$ cat src/rtl/mac_unpack_div.sv
// mac_unpack_div: undoes a multiply-accumulate result Y = A*B + C.
// Computes Q = (Y - C) / B and R = (Y - C) % B with a bit-serial restoring
// divider behind a start/done handshake. Division by zero and Y < C are
// reported as errors instead of producing a result.
module mac_unpack_div #(
    parameter int katusha = 8
) (
    input  logic                   clk,
    input  logic                   reset_n,
    input  logic                   start,
    input  logic [2*katusha-1:0]   Y_in,
    input  logic [katusha-1:0]     B_in,
    input  logic [katusha-1:0]     C_in,
    output logic                   busy,
    output logic                   done,
    output logic [2*katusha-1:0]   Q_out,
    output logic [katusha-1:0]     R_out,
    output logic                   exact,
    output logic                   err_div0,
    output logic                   err_under
);

    localparam int W2 = 2 * katusha;
    localparam int CW = $clog2(W2);
    localparam logic [CW-1:0] LastCnt = CW'(W2 - 1);

    typedef enum logic [1:0] {
        IDLE,
        PREP,
        ITER,
        DONE
    } state_t;

    state_t              state_q;
    logic [W2-1:0]       y_q;
    logic [katusha-1:0]  b_q;
    logic [katusha-1:0]  c_q;
    logic [katusha:0]    rem_q;
    logic [W2-1:0]       dividend_q;
    logic [CW-1:0]       cnt_q;

    logic                busy_q;
    logic                done_q;
    logic [W2-1:0]       q_out_q;
    logic [katusha-1:0]  r_out_q;
    logic                exact_q;
    logic                err_div0_q;
    logic                err_under_q;

    logic [W2-1:0]       cExt;
    logic [W2-1:0]       diff_d;
    logic                under_d;
    logic [katusha+1:0]  trial;
    logic [katusha+1:0]  bExt;
    logic                qBit_d;
    logic [katusha:0]    rem_d;
    logic [W2-1:0]       dividend_d;

    // Offset subtraction for PREP and one restoring-division step for ITER.
    // The trial value is one bit wider than the remainder register so the
    // shift never loses the top bit; the kept remainder is always below B.
    always_comb begin
        cExt       = {{katusha{1'b0}}, c_q};
        diff_d     = y_q - cExt;
        under_d    = (y_q < cExt);
        trial      = {rem_q, dividend_q[W2-1]};
        bExt       = {2'b00, b_q};
        qBit_d     = (trial >= bExt);
        rem_d      = qBit_d ? (katusha+1)'(trial - bExt) : trial[katusha:0];
        dividend_d = {dividend_q[W2-2:0], qBit_d};
    end

    // Control FSM with registered handshake, result and flag outputs.
    always_ff @(posedge clk or negedge reset_n) begin
        if (!reset_n) begin
            state_q     <= IDLE;
            y_q         <= '0;
            b_q         <= '0;
            c_q         <= '0;
            rem_q       <= '0;
            dividend_q  <= '0;
            cnt_q       <= '0;
            busy_q      <= 1'b0;
            done_q      <= 1'b0;
            q_out_q     <= '0;
            r_out_q     <= '0;
            exact_q     <= 1'b0;
            err_div0_q  <= 1'b0;
            err_under_q <= 1'b0;
        end else begin
            done_q <= 1'b0;
            case (state_q)
                IDLE: begin
                    if (start) begin
                        y_q         <= Y_in;
                        b_q         <= B_in;
                        c_q         <= C_in;
                        exact_q     <= 1'b0;
                        err_div0_q  <= 1'b0;
                        err_under_q <= 1'b0;
                        busy_q      <= 1'b1;
                        state_q     <= PREP;
                    end
                end
                PREP: begin
                    if (b_q == '0) begin
                        err_div0_q <= 1'b1;
                        q_out_q    <= '0;
                        r_out_q    <= '0;
                        busy_q     <= 1'b0;
                        done_q     <= 1'b1;
                        state_q    <= DONE;
                    end else if (under_d) begin
                        err_under_q <= 1'b1;
                        q_out_q     <= '0;
                        r_out_q     <= '0;
                        busy_q      <= 1'b0;
                        done_q      <= 1'b1;
                        state_q     <= DONE;
                    end else begin
                        rem_q      <= '0;
                        dividend_q <= diff_d;
                        cnt_q      <= '0;
                        state_q    <= ITER;
                    end
                end
                ITER: begin
                    rem_q      <= rem_d;
                    dividend_q <= dividend_d;
                    cnt_q      <= cnt_q + CW'(1);
                    if (cnt_q == LastCnt) begin
                        q_out_q <= dividend_d;
                        r_out_q <= rem_d[katusha-1:0];
                        exact_q <= (rem_d == '0);
                        busy_q  <= 1'b0;
                        done_q  <= 1'b1;
                        state_q <= DONE;
                    end
                end
                DONE: begin
                    state_q <= IDLE;
                end
                default: begin
                    state_q <= IDLE;
                end
            endcase
        end
    end

    assign busy      = busy_q;
    assign done      = done_q;
    assign Q_out     = q_out_q;
    assign R_out     = r_out_q;
    assign exact     = exact_q;
    assign err_div0  = err_div0_q;
    assign err_under = err_under_q;

endmodule
$ cat config.mk
export PLATFORM = sky130hd
export DESIGN_NAME = mac_unpack_div
export DESIGN_NICKNAME = d
export VERILOG_FILES = /design/src/rtl/mac_unpack_div.sv
export SDC_FILE = /design/constraint.sdc
export NUM_CORES = 1
export LEC_CHECK = 0
export CAP_MARGIN = 10
export CORE_ASPECT_RATIO = 0.9
export CORE_UTILIZATION = 40
export CTS_BUF_LIST = sky130_fd_sc_hd__clkbuf_4
export DETAILED_ROUTE_END_ITERATION = 7
export SLEW_MARGIN = 25
export SYNTH_ARGS = -nofsm -noshare
export SYNTH_HDL_FRONTEND = slang
export SYNTH_SLANG_ARGS = --single-unit
$ cat constraint.sdc
create_clock -name clk -period 3.4 [get_ports clk]
set_input_delay 0.68 -clock clk [delete_from_list [all_inputs] [get_ports clk]]
set_output_delay 0.68 -clock clk [all_outputs]
set_load 0.1 [all_outputs]
==> Flow_metrics.wiki <==
{| class="wikitable"
! Metric !! Value
|-
| Critical Path AT || 3.34 ns
|-
| Post-synthesis instance area || 4870 um2
|-
| Clock root cell || clkbuf_4
|-
| Fraction of synthesized area in multiplexers || 10.1%
|-
| Number of placed I/O pins || 64
|-
| Effective utilization at floorplan || 41.8%
|-
| Routed via count || 3639
|-
| Total congestion overflow after global routing || 0
|-
| Number of H-tree levels || 3
|-
| Worst setup path category || register to register
|-
| Synthesis-to-layout area growth || 16.9%
|-
| Capturing element type of the critical path || register
|-
| Total of warnings raised by yosys || 0
|-
| Total negative slack for setup checks || 0 ns
|-
| Routed len/inst || 15.0 um
|-
| Fraction of layout instances using a drive strength above 1 || 19.4%
|-
| Syn nets || 542
|-
| Die outline height || 107 um
|-
| Average size of a mapped cell || 10.0 um2
|-
| Simple-gate area share of the yosys netlist || 13.8%
|-
| Synthesized instance count || 485
|-
| GR Util All Layers || 18.4%
|-
| Transition time at the pin with the least slew margin || 0.738 ns
|-
| Clock sink total || 92
|-
| Die Outline Area || 12600 um2
|-
| Violation count after the first detailed-route iteration || 211
|-
| Ys async rst share || 100%
|-
| Cell row count || 37
|-
| Area contributors post-synth || dfrtp_1 (47%), mux2_2 (8.1%), nand2_1 (5.2%), ha_1 (5.1%), o21ai_1 (2.9%)
|-
| Number of synthesized flops with an enable pin || 0
|-
| Clock tree from TritonCTS || done
|-
| Clk slew on worst S/H paths || 0.14 ns
|-
| Finish-stage setup viols || 0
|-
| Primary FF master, synth || dfrtp_1
|-
| Leading cell types in the layout, fill and taps excluded || dfrtp_1 (92), nand2_1 (68), buf_4 (41)
|-
| Global-route wire length before repair || 18200 um
|-
| Worst hold path class || primary input to async pin
|-
| Placed cell area || 5590 um2
|-
| Cts-stage hold buffer count || 0
|-
| Dpl cells || 693
|-
| Via density per instance || 5.15
|-
| N_diodes || 0
|-
| Largest net degree at the start of global routing || 40
|-
| Source-to-sink clock delay at the later pin of the worst-skew pair || 0.48 ns
|-
| Startpoint types || register
|-
| Number of nets still failing antenna checks after routing || 0
|-
| Number of setup buffers added after CTS || 0
|-
| Buffers added on ports || 63
|-
| Vias in the first global route || 3537
|-
| Initial antenna violation count || 0
|-
| Sequential fraction of the synthesis area || 47.2%
|-
| Status || finished clean
|-
| Synth top area share || 47.2%
|-
| Headroom to the max-slew limit || 50.6%
|-
| Final RePlAce weighted congestion || 0.841
|-
| Netlist cell types || 58
|-
| Count of final hold-check violations || 0
|-
| Final cell count without fillers || 707
|-
| Max Clock Skew || 0.0257 ns
|-
| Num CTS Buffers || 9
|-
| Flop and latch count out of synthesis || 92
|-
| Net total in the final layout || 605
|-
| Total wire length after detailed routing || 10600 um
|-
| Resize count post-CTS || 0
|-
| RSZ-0062 raised after global routing || no
|-
| Top achievable clock speed || 338 MHz
|-
| Drc violations || 0
|-
| Commonest non-fill, non-tap cell in the layout || dfrtp_1
|-
| Hold Slack || 0.148 ns
|-
| Horizontal extent of the die || 118 um
|-
| Largest fanout on the critical path || 13
|-
| MaxCap Viol Count || 0
|-
| Required time of the worst setup path || 3.78 ns
|-
| HPWL after detailed placement || 8110 um
|-
| TritonRoute pass-1 iters || 4
|-
| Number of slew-limit violations in the final report || 0
|-
| Final period demand of the worst path || 2.96 ns
|-
| Maximum root-to-sink buffer count || 2
|-
| Largest family of logic cells by synthesized area || compound AO/OA/AOI/OAI gates
|-
| Adder-cell area share of the yosys netlist || 5.96%
|-
| Design area || 5700 um2
|-
| Core area || 11700 um2
|-
| Fraction of the cycle the final worst path needs || 87.0%
|-
| Library cell with the largest summed area after synthesis || dfrtp_1
|-
| Compound-Gate Fraction of Synth Area || 16.2%
|-
| Post-synthesis share of cell area spent on xor and xnor gates || 2.52%
|}
## state kept, by name, summed over array words and instances (netlist names)
name and count:
err_div0 1, c_q 8, rem_q 9, b_q 8, exact 1, busy 1
y_q 16, dividend_q 16, done 1, Q_out 16, R_out 8, state_q 2
err_under 1, cnt_q 4
## routing by layer
layer  vias to the layer above  track usage, %  wire length (um)
met5                         -               0                 0
met4                         0            4.95               116
met3                        10            5.32               474
met2                        61            25.7              4320
met1                      1737            27.6              5700
li1                       1831               -                 -
## final cells by class
| cell class | instances | area, um2 |
|---|---|---|
| clock inverter | 3 | 25.0 |
| multi-input combinational | 348 | 2370 |
| timing repair buffer | 74 | 638 |
| fill | 1173 | 5970 |
| clock buffer | 11 | 82.6 |
| inverter | 23 | 86.3 |
| tap | 156 | 195 |
| sequential | 92 | 2300 |
## cells by family (layout without fill, tap and decap cells)
family / after synthesis / count (layout)
and+or+nand+nor: 143 / 143
AOI/OAI and AO/OA: 125 / 125
DFF: 92 / 92
buffers and inverters: 45 / 111
muxes: 44 / 44
adders and majority gates: 22 / 22
xor gates and xnor gates: 14 / 14
## per-stage QoR
| step | utilization (%) | setup slack, ns |
|---|---|---|
| 4_1_cts | 48.8 | 0.461 |
| 6_report | 48.8 | 0.442 |
| 5_1_grt | 48.8 | 0.238 |
| 3_3_place_gp | 47.9 | 0.585 |
| 2_1_floorplan | - | 0.870 |
| 3_5_place_dp | 47.9 | 0.501 |
## critical path: stages, from the launching register on
cell and delay [ns]:
dfrtp_1 0.44, inv_1 0.07, ha_1 0.15, inv_1 0.05
fa_1 0.39, nand3_1 0.11, a21boi_1 0.07, or4_1 0.79
mux2_4 0.42, o41ai_2 0.35
## synth_stat cells, drive strengths merged (5+ instances only)
| cell | number |
|---|---|
| a21oi | 25 |
| a22o | 6 |
| buf | 9 |
| clkbuf | 13 |
| dfrtp | 92 |
| ha | 20 |
| inv | 23 |
| mux2 | 37 |
| mux2i | 7 |
| nand2 | 68 |
| nor2 | 32 |
| nor2b | 8 |
| nor3 | 6 |
| o21ai | 51 |
| o31a | 5 |
| o31ai | 8 |
| xnor2 | 8 |
| xor2 | 6 |
## final timing paths
kind                                 from        to  slack, ns  depth (start not counted)
max reg2reg                dividend_q[15]     exact       0.44                          9
min in group clk                 R_out[2]  R_out[2]       0.50                          2
min reg2reg                      R_out[2]  R_out[2]       0.50                          2
max                        dividend_q[15]     exact       0.44                          9
max in group asynchronous         reset_n    c_q[2]       2.49                          2
min                               reset_n    b_q[3]       0.15                          1
Power is left out: the tool's default activity adds up to more than one toggle a clock period on the data nets, which glitch-free logic cannot reach.
